[src/rtl/bin2bcd_4d_if.sv]
// Request/result bundle between an upstream producer and the binary-to-BCD
// converter. The master supplies the binary value and the slave returns the
// packed BCD digits.
interface bin2bcd_4d_if #(
    parameter int BIN_W = 14
);
    logic [BIN_W-1:0] bin;
    logic             in_valid;
    logic             in_ready;
    logic [15:0]      bcd;
    logic             done;
    logic             ovf;

    modport master (
        output bin, in_valid,
        input  in_ready, bcd, done, ovf
    );

    modport slave (
        input  bin, in_valid,
        output in_ready, bcd, done, ovf
    );
endinterface

[src/rtl/bin2bcd_4d.sv]
// Sequential binary-to-BCD converter (double-dabble, one bit per clock).
// The result register feeds the 4-digit display directly and is written
// only on the final shift, so the display never shows partial digits.
// Values above 9999 saturate to 9999 and set ovf.
module bin2bcd_4d #(
    parameter int BIN_W = 14
) (
    input  logic          clk,
    input  logic          rst_n,
    bin2bcd_4d_if.slave   bus
);
    typedef enum logic [1:0] {IDLE, SHIFT, DONE} state_t;

    localparam logic [4:0]  LAST    = 5'(BIN_W - 1);
    localparam logic [16:0] BCD_MAX = 17'd9999;

    state_t           state_q, state_d;
    logic [BIN_W-1:0] shift_q, shift_d;
    logic [15:0]      scratch_q, scratch_d;
    logic [4:0]       cnt_q, cnt_d;
    logic             pend_q, pend_d;
    logic [15:0]      bcd_q, bcd_d;
    logic             ovf_q, ovf_d;

    logic [15:0]      adj;
    logic [15:0]      scratch_sh;
    logic [16:0]      bin_ext;

    // Add-3 correction on every nibble >= 5, all four in parallel.
    always_comb begin
        adj = scratch_q;
        for (int i = 0; i < 4; i++) begin
            if (scratch_q[4*i +: 4] >= 4'd5)
                adj[4*i +: 4] = scratch_q[4*i +: 4] + 4'd3;
        end
    end

    // Top scratch bit is dropped; that only happens for saturated inputs.
    assign scratch_sh = {adj[14:0], shift_q[BIN_W-1]};
    assign bin_ext    = 17'(bus.bin);

    // Next-state and datapath control.
    always_comb begin
        state_d   = state_q;
        shift_d   = shift_q;
        scratch_d = scratch_q;
        cnt_d     = cnt_q;
        pend_d    = pend_q;
        bcd_d     = bcd_q;
        ovf_d     = ovf_q;
        case (state_q)
            IDLE: begin
                if (bus.in_valid) begin
                    shift_d   = bus.bin;
                    scratch_d = 16'h0000;
                    pend_d    = (bin_ext > BCD_MAX);
                    cnt_d     = 5'd0;
                    state_d   = SHIFT;
                end
            end
            SHIFT: begin
                scratch_d = scratch_sh;
                shift_d   = shift_q << 1;
                cnt_d     = cnt_q + 5'd1;
                if (cnt_q == LAST) begin
                    bcd_d   = pend_q ? 16'h9999 : scratch_sh;
                    ovf_d   = pend_q;
                    state_d = DONE;
                end
            end
            DONE:    state_d = IDLE;
            default: state_d = IDLE;
        endcase
    end

    // State and datapath registers; reset aborts any conversion at once.
    always_ff @(posedge clk or negedge rst_n) begin
        if (!rst_n) begin
            state_q   <= IDLE;
            shift_q   <= '0;
            scratch_q <= 16'h0000;
            cnt_q     <= 5'd0;
            pend_q    <= 1'b0;
            bcd_q     <= 16'h0000;
            ovf_q     <= 1'b0;
        end else begin
            state_q   <= state_d;
            shift_q   <= shift_d;
            scratch_q <= scratch_d;
            cnt_q     <= cnt_d;
            pend_q    <= pend_d;
            bcd_q     <= bcd_d;
            ovf_q     <= ovf_d;
        end
    end

    assign bus.in_ready = (state_q == IDLE);
    assign bus.done     = (state_q == DONE);
    assign bus.bcd      = bcd_q;
    assign bus.ovf      = ovf_q;
endmodule

[src/flat_wrapper.sv]
// flat-port wrapper written by rule: the top's interface ports become plain ports
module bin2bcd_4d_flat 
#(
    parameter int BIN_W = 14
)
  (clk, rst_n, bus_bin, bus_in_valid, bus_in_ready, bus_bcd, bus_done, bus_ovf);
  bin2bcd_4d_if #(.BIN_W(BIN_W)) bus_i ();
  input  logic clk;
  input  logic rst_n;
  input wire logic [$bits(bus_i.bin)-1:0] bus_bin;
  input wire logic [$bits(bus_i.in_valid)-1:0] bus_in_valid;
  output wire logic [$bits(bus_i.in_ready)-1:0] bus_in_ready;
  output wire logic [$bits(bus_i.bcd)-1:0] bus_bcd;
  output wire logic [$bits(bus_i.done)-1:0] bus_done;
  output wire logic [$bits(bus_i.ovf)-1:0] bus_ovf;
  assign bus_i.bin = bus_bin;
  assign bus_i.in_valid = bus_in_valid;
  assign bus_in_ready = bus_i.in_ready;
  assign bus_bcd = bus_i.bcd;
  assign bus_done = bus_i.done;
  assign bus_ovf = bus_i.ovf;
  bin2bcd_4d #(.BIN_W(BIN_W)) u_core (.clk(clk), .rst_n(rst_n), .bus(bus_i));
endmodule
[config.mk]
export PLATFORM = sky130hd
export DESIGN_NAME = bin2bcd_4d_flat
export DESIGN_NICKNAME = d
export VERILOG_FILES = /design/src/rtl/bin2bcd_4d_if.sv /design/src/rtl/bin2bcd_4d.sv /design/src/flat_wrapper.sv
export SDC_FILE = /design/constraint.sdc
export NUM_CORES = 1
export LEC_CHECK = 0
export ABC_AREA = 1
export BUFFER_PORTS_ARGS = -buffer_cell sky130_fd_sc_hd__buf_2
export CAP_MARGIN = 20
export CORE_AREA = 2 2 60 84
export DETAILED_ROUTE_END_ITERATION = 10
export DIE_AREA = 0 0 62 86
export PLACE_DENSITY = 0.93
export SLEW_MARGIN = 10
export SYNTH_ARGS = -nofsm -noshare
export SYNTH_HDL_FRONTEND = slang
export SYNTH_SLANG_ARGS = --single-unit
[constraint.sdc]
create_clock -name clk -period 3.6 [get_ports clk]
set_clock_uncertainty 0.2 [all_clocks]
set_input_delay 0.18 -clock clk [delete_from_list [all_inputs] [get_ports clk]]
set_output_delay 0.18 -clock clk [all_outputs]
set_load 0.03 [all_outputs]
==> flow_metrics.env, run 1 <==
export IMPL_ios=36
export IMPL_postCtsSetupRepairBufs=0
export IMPL_initial_utilization=0.592
export IMPL_vias=2289
export IMPL_worstSkewPairLatency_ns=0.30
export IMPL_power_frac_comb=0.484
export IMPL_die_y_um=86
export IMPL_cts_sinks=55
export IMPL_grt_setup_unrepaired="false"
export IMPL_slowest_stage="inv_2"
export IMPL_drive_above_1_share=0.135
export IMPL_syn_inst=334
export IMPL_finalSetupTns_ns=0
export IMPL_areaGrowthSynthToFinish_pct=17.2
export IMPL_route_detailed_drc=0
export IMPL_outcome="finished, final reports clean"
export IMPL_cp_data_arrival_time_ns=2.00
export IMPL_cp_slowest_stage_delay_ns=0.47
export IMPL_irDropWorstVdd_uv=522
export IMPL_reg2reg_slack_ns=1.58
export IMPL_final_area_um2=3150
export IMPL_antenna_found_initial=0
export IMPL_vias_per_cell=5.13
export IMPL_swShare=0.466
export IMPL_htreeDepth=2
export IMPL_finalCritPeriodShare=0.561
export IMPL_critPathLaunchType="flop"
export IMPL_critPathKind="reg -> reg"
export IMPL_grt_pass1_wl_mm=10.1
export IMPL_clockPowerShare=0.134
export IMPL_die_w_um=62
export IMPL_cts_tree="yes"
export IMPL_routed_wirelength_mm=5.94
export IMPL_clock_path_buffers=2
export IMPL_nets=411
export IMPL_cp_max_fo=28
export IMPL_p_leak_nw=1.68
export IMPL_use_met2=0.453
export IMPL_ys_warn_count=0
export IMPL_hp_class="in -> reg"
export IMPL_ant_nets=0
export IMPL_ys_ff_latch=55
export IMPL_rows=29
export IMPL_setup_viol=0
export IMPL_synth_avg_cell_area_um2=8.04
export IMPL_die_area_um2=5330
export IMPL_synth_seq_area_share=0.513
export IMPL_diodes=0
export IMPL_drtIter0Drc=110
export IMPL_grtUsageTotal=0.254
export IMPL_final_seq_area_um2=1380
export IMPL_root_buffer="clkbuf_8"
export IMPL_grt_use_met3=0.0513
export IMPL_p_switching_mw=1.36
export IMPL_end_kind="flop"
export IMPL_use_met1=0.282
export IMPL_dp_cells=424
export IMPL_core_um2=4540
export IMPL_grt_max_degree=51
export IMPL_power_density_nw_per_um2=930
export IMPL_grt_pass1_vias=2340
export IMPL_multi_input_area_um2=1110
export IMPL_synth_cell_types=22
export IMPL_netlist_area_um2=2680
export IMPL_portBuffers=35
export IMPL_max_freq_ghz=0.495
export IMPL_hpwlAfterDp_mm=4.10
export IMPL_drv_cap=0
export IMPL_p_int_mw=1.56
export IMPL_power_frac_seq=0.382
export IMPL_required_ns=3.58
export IMPL_slew_headroom=0.660
export IMPL_clk_pin_slew_worst_paths_ns=0.09
export IMPL_worstPathCellList="inv_1 -> nand2_1 -> inv_2 -> nand2_4 -> nor2_4 -> a21oi_1"
export IMPL_fillCellCount=358
export IMPL_dr_pass1_iters=4
export IMPL_hold_viol_final=0
export IMPL_slew_viol_final=0
export IMPL_gp_congestion=0.844
export IMPL_gr_max_usage_layer="met2"
export IMPL_grt_ovfl_total=0
export IMPL_place_area_um2=2880
export IMPL_fin_crit_ns=2.02
export IMPL_wl_per_cell_um=13.3
export IMPL_cts_buffers_inserted=5
export IMPL_final_cells=446
export IMPL_worst_slew_pin_slew_ns=0.509
export IMPL_synth_nets=361
-- kinds of logic after synthesis --
kind of cell	count (synthesis)	synth area share
adder cells (fa/ha/maj)	10	0.0466
buffers and inverters	43	0.0718
flip-flops	55	0.513
AO/OA/AOI/OAI	37	0.0751
XOR/XNOR	2	0.00653
AND/OR/NAND/NOR	187	0.287
-- cells in the mapped netlist --
cell type	count	area (µm²)
a21boi_0	2	15.0
a21oi_1	9	45.0
a22oi_1	1	7.51
buf_2	4	20.0
buf_4	1	7.51
buf_6	3	33.8
dfrtp_1	55	1380
ha_1	10	125
inv_1	32	120
inv_2	3	11.3
nand2_1	123	462
nand2_2	2	12.5
nand2_4	1	11.3
nand3_1	20	100
nand3b_1	1	7.51
nand4_1	4	25.0
nor2_1	33	124
nor2_2	1	6.26
nor2_4	2	22.5
o21ai_0	18	90.1
o22ai_1	7	43.8
xor2_1	2	17.5
-- cell usage in the layout, fill, tap and decap left out, types with 2 or more instances in the layout --
cell type        n
inv_2            3
nand2_1        123
buf_2           35
a21boi_0         2
nor2_4           2
a21oi_1          9
nand3_1         20
nand2_2          2
nor2_1          33
ha_1            10
inv_1           32
nand4_1          4
o22ai_1          7
clkbuf_8         5
xor2_1           2
dfrtp_1         55
dlygate4sd3_1   14
o21ai_0         18
-- routing by layer --
metal  routed length, µm  share of wire  vias to the layer above
met3                 208          0.035                       18
met2                3360           0.57                       53
met1                2220           0.37                     1072
li1                    -              -                     1146
met4                 149          0.025                        0
met5                   0              0                        -
-- path summary, 6_finish.rpt --
check,startpoint,end,cells past startpoint
min,bus_bin[11],u_core.shift_q[11],3
min in group asynchronous,rst_n,u_core.scratch_q[10],2
max reg2reg,u_core.state_q[1],u_core.bus.bcd[0],6
max,u_core.state_q[1],u_core.bus.bcd[0],6
min reg2reg,u_core.shift_q[8],u_core.shift_q[8],2
max in group asynchronous,rst_n,u_core.bus.bcd[4],4
-- final cells by class --
cell class / count / area share
Clock buffer: 6 / 0.0231
Clock inverter: 1 / 0.00955
Inverter: 35 / 0.0418
Multi-Input combinational cell: 236 / 0.354
Sequential cell: 55 / 0.438
Tap cell: 62 / 0.0247
Timing Repair Buffer: 51 / 0.109
-- stage by stage --
| step | hold slack, ns | total power [mW] | setup slack, ns | util |
|---|---|---|---|---|
| detailed placement | 0.192 | 2.52 | 1.58 | 0.636 |
| global route | 0.0134 | 3.18 | 1.41 | 0.694 |
| finish | 0.0168 | 2.93 | 1.58 | 0.694 |
| floorplan | -0.316 | 2.15 | 2.02 | - |
| global placement | 0.182 | 2.43 | 1.68 | 0.636 |
| CTS | 0.00470 | 2.93 | 1.58 | 0.689 |
-- power groups by stage --
stage                     Clock [mW]  Combinational [mW]  Sequential, mW
after detailed placement           0                1.40            1.13
after global placement             0                1.32            1.11
final                          0.391                1.42            1.12
after floorplan                    0               0.893            1.26
after CTS                      0.397                1.42            1.11
after global routing           0.427                1.61            1.15
-- timing repair --
item | in CTS | in global routing
hold buffers | 14 | 0
endpoints found under the setup margin | 0 | 0
resized for setup | 0 | 0
endpoints found under the hold margin | 62 | 0
-- flip-flops by register name, indices dropped and copies added, names as in the netlist --
register / cells
u_core.bus.bcd: 16
u_core.bus.ovf: 1
u_core.scratch_q: 16
u_core.cnt_q: 5
u_core.shift_q: 14
u_core.pend_q: 1
u_core.state_q: 2
-- critical path, delay by kind of cell (launching register included) --
family,cells,cell delay (ns)
AND/OR/NAND/NOR,3,0.63
AO/OA/AOI/OAI,1,0.11
flip-flops,1,0.40
buffers and inverters,2,0.54
(Power assumes the default switching activity.)
==> run 2: changes to the inputs <==
--- a/config.mk
+++ b/config.mk
@@ -5,13 +5,13 @@
 export SDC_FILE = /design/constraint.sdc
 export NUM_CORES = 1
 export LEC_CHECK = 0
-export ABC_AREA = 1
+export ABC_AREA = 0
 export BUFFER_PORTS_ARGS = -buffer_cell sky130_fd_sc_hd__buf_2
 export CAP_MARGIN = 20
-export CORE_AREA = 2 2 60 84
+export CORE_AREA = 2 2 65 91
 export DETAILED_ROUTE_END_ITERATION = 10
-export DIE_AREA = 0 0 62 86
-export PLACE_DENSITY = 0.93
+export DIE_AREA = 0 0 67 93
+export PLACE_DENSITY = 0.85
 export SLEW_MARGIN = 10
 export SYNTH_ARGS = -nofsm -noshare
 export SYNTH_HDL_FRONTEND = slang
==> constraint.sdc (replaced) <==
create_clock -name clk -period 1.6 [get_ports clk]
set_clock_uncertainty 0.2 [all_clocks]
set_input_delay 0.08 -clock clk [delete_from_list [all_inputs] [get_ports clk]]
set_output_delay 0.08 -clock clk [all_outputs]
set_load 0.03 [all_outputs]
==> flow_metrics.env, run 2 <==
export IMPL_p_int_mw=4.61
export IMPL_grt_pass1_vias=2794
export IMPL_critPathBufInv=1
export IMPL_power_frac_seq=0.327
export IMPL_yosys_top_cells_count="dfrtp_1 (55), o21ai_0 (27), a21oi_1 (22), nand2_1 (19), a22o_1 (17)"
export IMPL_outcome="finished, violations left"
export IMPL_dr_pass1_iters=5
export IMPL_p_leak_nw=1.84
export IMPL_ys_flop_type="dfrtp_1"
export IMPL_slew_viol_final=0
export IMPL_violations="setup timing"
export IMPL_synth_cell_types=34
export IMPL_hpwlAfterDp_mm=4.56
export IMPL_cts_buffers_inserted=5
export IMPL_cts_tree="yes"
export IMPL_core_um2=5450
export IMPL_async_reset_ff_frac=1.00
export IMPL_antenna_found_initial=0
export IMPL_grt_ovfl_total=0
export IMPL_grtUsageTotal=0.278
export IMPL_ios=36
export IMPL_die_area_um2=6230
export IMPL_slew_headroom=0.567
export IMPL_max_freq_ghz=0.553
export IMPL_hp_class="in -> async"
export IMPL_final_cells=437
export IMPL_fin_crit_ns=1.81
export IMPL_cp_top_family="flip-flops"
export IMPL_hold_viol_final=0
export IMPL_grt_setup_unrepaired="true"
export IMPL_grt_max_degree=56
export IMPL_root_buffer="clkbuf_8"
export IMPL_critPathKind="reg -> reg"
export IMPL_portBuffers=35
export IMPL_route_detailed_drc=0
export IMPL_setup_ws_ns=-0.209
export IMPL_synth_most_common_cell="dfrtp_1"
export IMPL_die_w_um=67
export IMPL_initial_utilization=0.494
export IMPL_drive_above_1_share=0.436
export IMPL_worstSkewPairLatency_ns=0.33
export IMPL_slowest_stage="dfrtp_1"
export IMPL_required_ns=1.67
export IMPL_dp_cells=392
export IMPL_worst_slew_pin_slew_ns=0.649
export IMPL_synth_seq_area_share=0.512
export IMPL_hold_worst_slack_ns=0.0652
export IMPL_place_area_um2=3180
export IMPL_synth_nets=294
export IMPL_areaGrowthSynthToFinish_pct=48.8
export IMPL_power_frac_comb=0.555
export IMPL_swShare=0.439
export IMPL_clockPowerShare=0.119
export IMPL_power_density_nw_per_um2=2050
export IMPL_nets=395
export IMPL_clock_path_buffers=2
export IMPL_worstPathCellList="inv_2 -> ha_2 -> nand2b_4 -> a21o_1 -> mux2i_1 -> a22o_1"
export IMPL_final_area_um2=4000
export IMPL_finalCritPeriodShare=1.13
export IMPL_clk_pin_slew_worst_paths_ns=0.11
export IMPL_synth_edf_count=0
export IMPL_synth_area_leaders="dfrtp_1 (51%), a22o_1 (5.5%), o21ai_0 (5.0%)"
export IMPL_drtIter0Drc=248
export IMPL_p_switching_mw=3.60
export IMPL_ys_warn_count=0
export IMPL_synth_top_cell_area_share=0.512
export IMPL_ant_nets=0
export IMPL_irDropWorstVdd_uv=1050
export IMPL_cp_max_fo=3
export IMPL_cp_data_arrival_time_ns=1.88
export IMPL_cp_slowest_stage_delay_ns=0.42
export IMPL_htreeDepth=2
export IMPL_diodes=0
export IMPL_netlist_area_um2=2690
export IMPL_die_y_um=93
export IMPL_cts_sinks=55
export IMPL_layout_commonest_cell="dfrtp_1"
export IMPL_rows=32
export IMPL_layout_common_cells="dfrtp_1 (51), buf_4 (43), buf_2 (33)"
export IMPL_ys_ff_latch=55
export IMPL_gp_congestion=0.805
export IMPL_pre_cts_slack_ns=-0.136
export IMPL_grt_pass1_wl_mm=13.0
export IMPL_wl_per_cell_um=20.8
export IMPL_drv_cap=0
export IMPL_fillCellCount=347
export IMPL_end_kind="flop"
export IMPL_vias=2697
export IMPL_synth_avg_cell_area_um2=10.1
export IMPL_synth_top_area_cell="dfrtp_1"
export IMPL_routed_wirelength_mm=9.07
export IMPL_vias_per_cell=6.17
export IMPL_syn_inst=267
export IMPL_critPathLaunchType="flop"
export IMPL_setup_viol=28
run 2: metrics by stage:
stage / setup TNS [ns] / util / power [mW]
4_1_cts: -0.640 / 0.696 / 7.45
6_report: -2.41 / 0.735 / 8.22
3_5_place_dp: -1.80 / 0.584 / 5.74
2_1_floorplan: -0.0410 / - / 4.86
3_3_place_gp: -0.497 / 0.584 / 5.56
5_1_grt: -3.88 / 0.735 / 8.64
run 2: worst paths after layout:
path / slack [ns] / end / cells after the start / from
max: -0.21 / u_core.scratch_q[2] / 6 / u_core.scratch_q[1]
min: 0.07 / u_core.scratch_q[15] / 3 / rst_n
max reg2reg: -0.21 / u_core.scratch_q[2] / 6 / u_core.scratch_q[1]
min reg2reg: 0.29 / u_core.bus.bcd[0] / 2 / u_core.bus.bcd[0]
max in group asynchronous: 0.87 / u_core.scratch_q[6] / 3 / rst_n
min in group clk: 0.10 / u_core.shift_q[2] / 4 / bus_in_valid
run 2: worst register-to-register path, stage by stage, from the launching register on:
cell and delay (ns):
dfrtp_1 0.42, inv_2 0.11, ha_2 0.17, nand2b_4 0.11
a21o_1 0.19, mux2i_1 0.35, a22o_1 0.21
run 2: cell type report:
class | instances | area, µm² | area share
multi-input cells | 189 | 1540 | 0.386
flip-flops and latches | 55 | 1380 | 0.345
repair buffers | 107 | 836 | 0.209
well taps | 68 | 85.1 | 0.0213
clock buffers | 5 | 68.8 | 0.0172
clock inverters | 3 | 47.5 | 0.0119
inverters | 10 | 38.8 | 0.00970
run 2: repair_timing:
item / in CTS / in global routing
hold endpoints to repair: 70 / 0
cloned: 1 / 1
hold buffers: 15 / 0
setup endpoints to repair: 28 / 53
resized for setup: 54 / 59
buffers inserted: 13 / 7
pin swaps: 27 / 11
run 2: cell families (layout without fill, tap and decap cells):
| logic type | Yosys count | in the layout | synth area share |
|---|---|---|---|
| flops | 55 | 55 | 0.512 |
| fa+ha+maj | 10 | 10 | 0.0466 |
| buf+inv | 24 | 125 | 0.0405 |
| simple gates | 80 | 81 | 0.157 |
| xor+xnor | 6 | 6 | 0.0196 |
| compound gates | 88 | 88 | 0.209 |
| mux | 4 | 4 | 0.0149 |
run 2: metal layers:
metal | vias up | global-route usage | share of wire
li1 | 1157 | - | -
met1 | 1328 | 0.312 | 0.35
met2 | 157 | 0.495 | 0.54
met3 | 55 | 0.0421 | 0.056
met4 | 0 | 0.143 | 0.053
met5 | - | 0 | 0
run 2: power groups by stage:
stage               logic, mW  registers [mW]  clock network (mW)
global route             4.88            2.73                1.03
floorplan                2.00            2.86                   0
global placement         3.10            2.46                   0
detailed placement       3.25            2.48                   0
finish                   4.56            2.68               0.976
CTS                      3.95            2.54               0.969
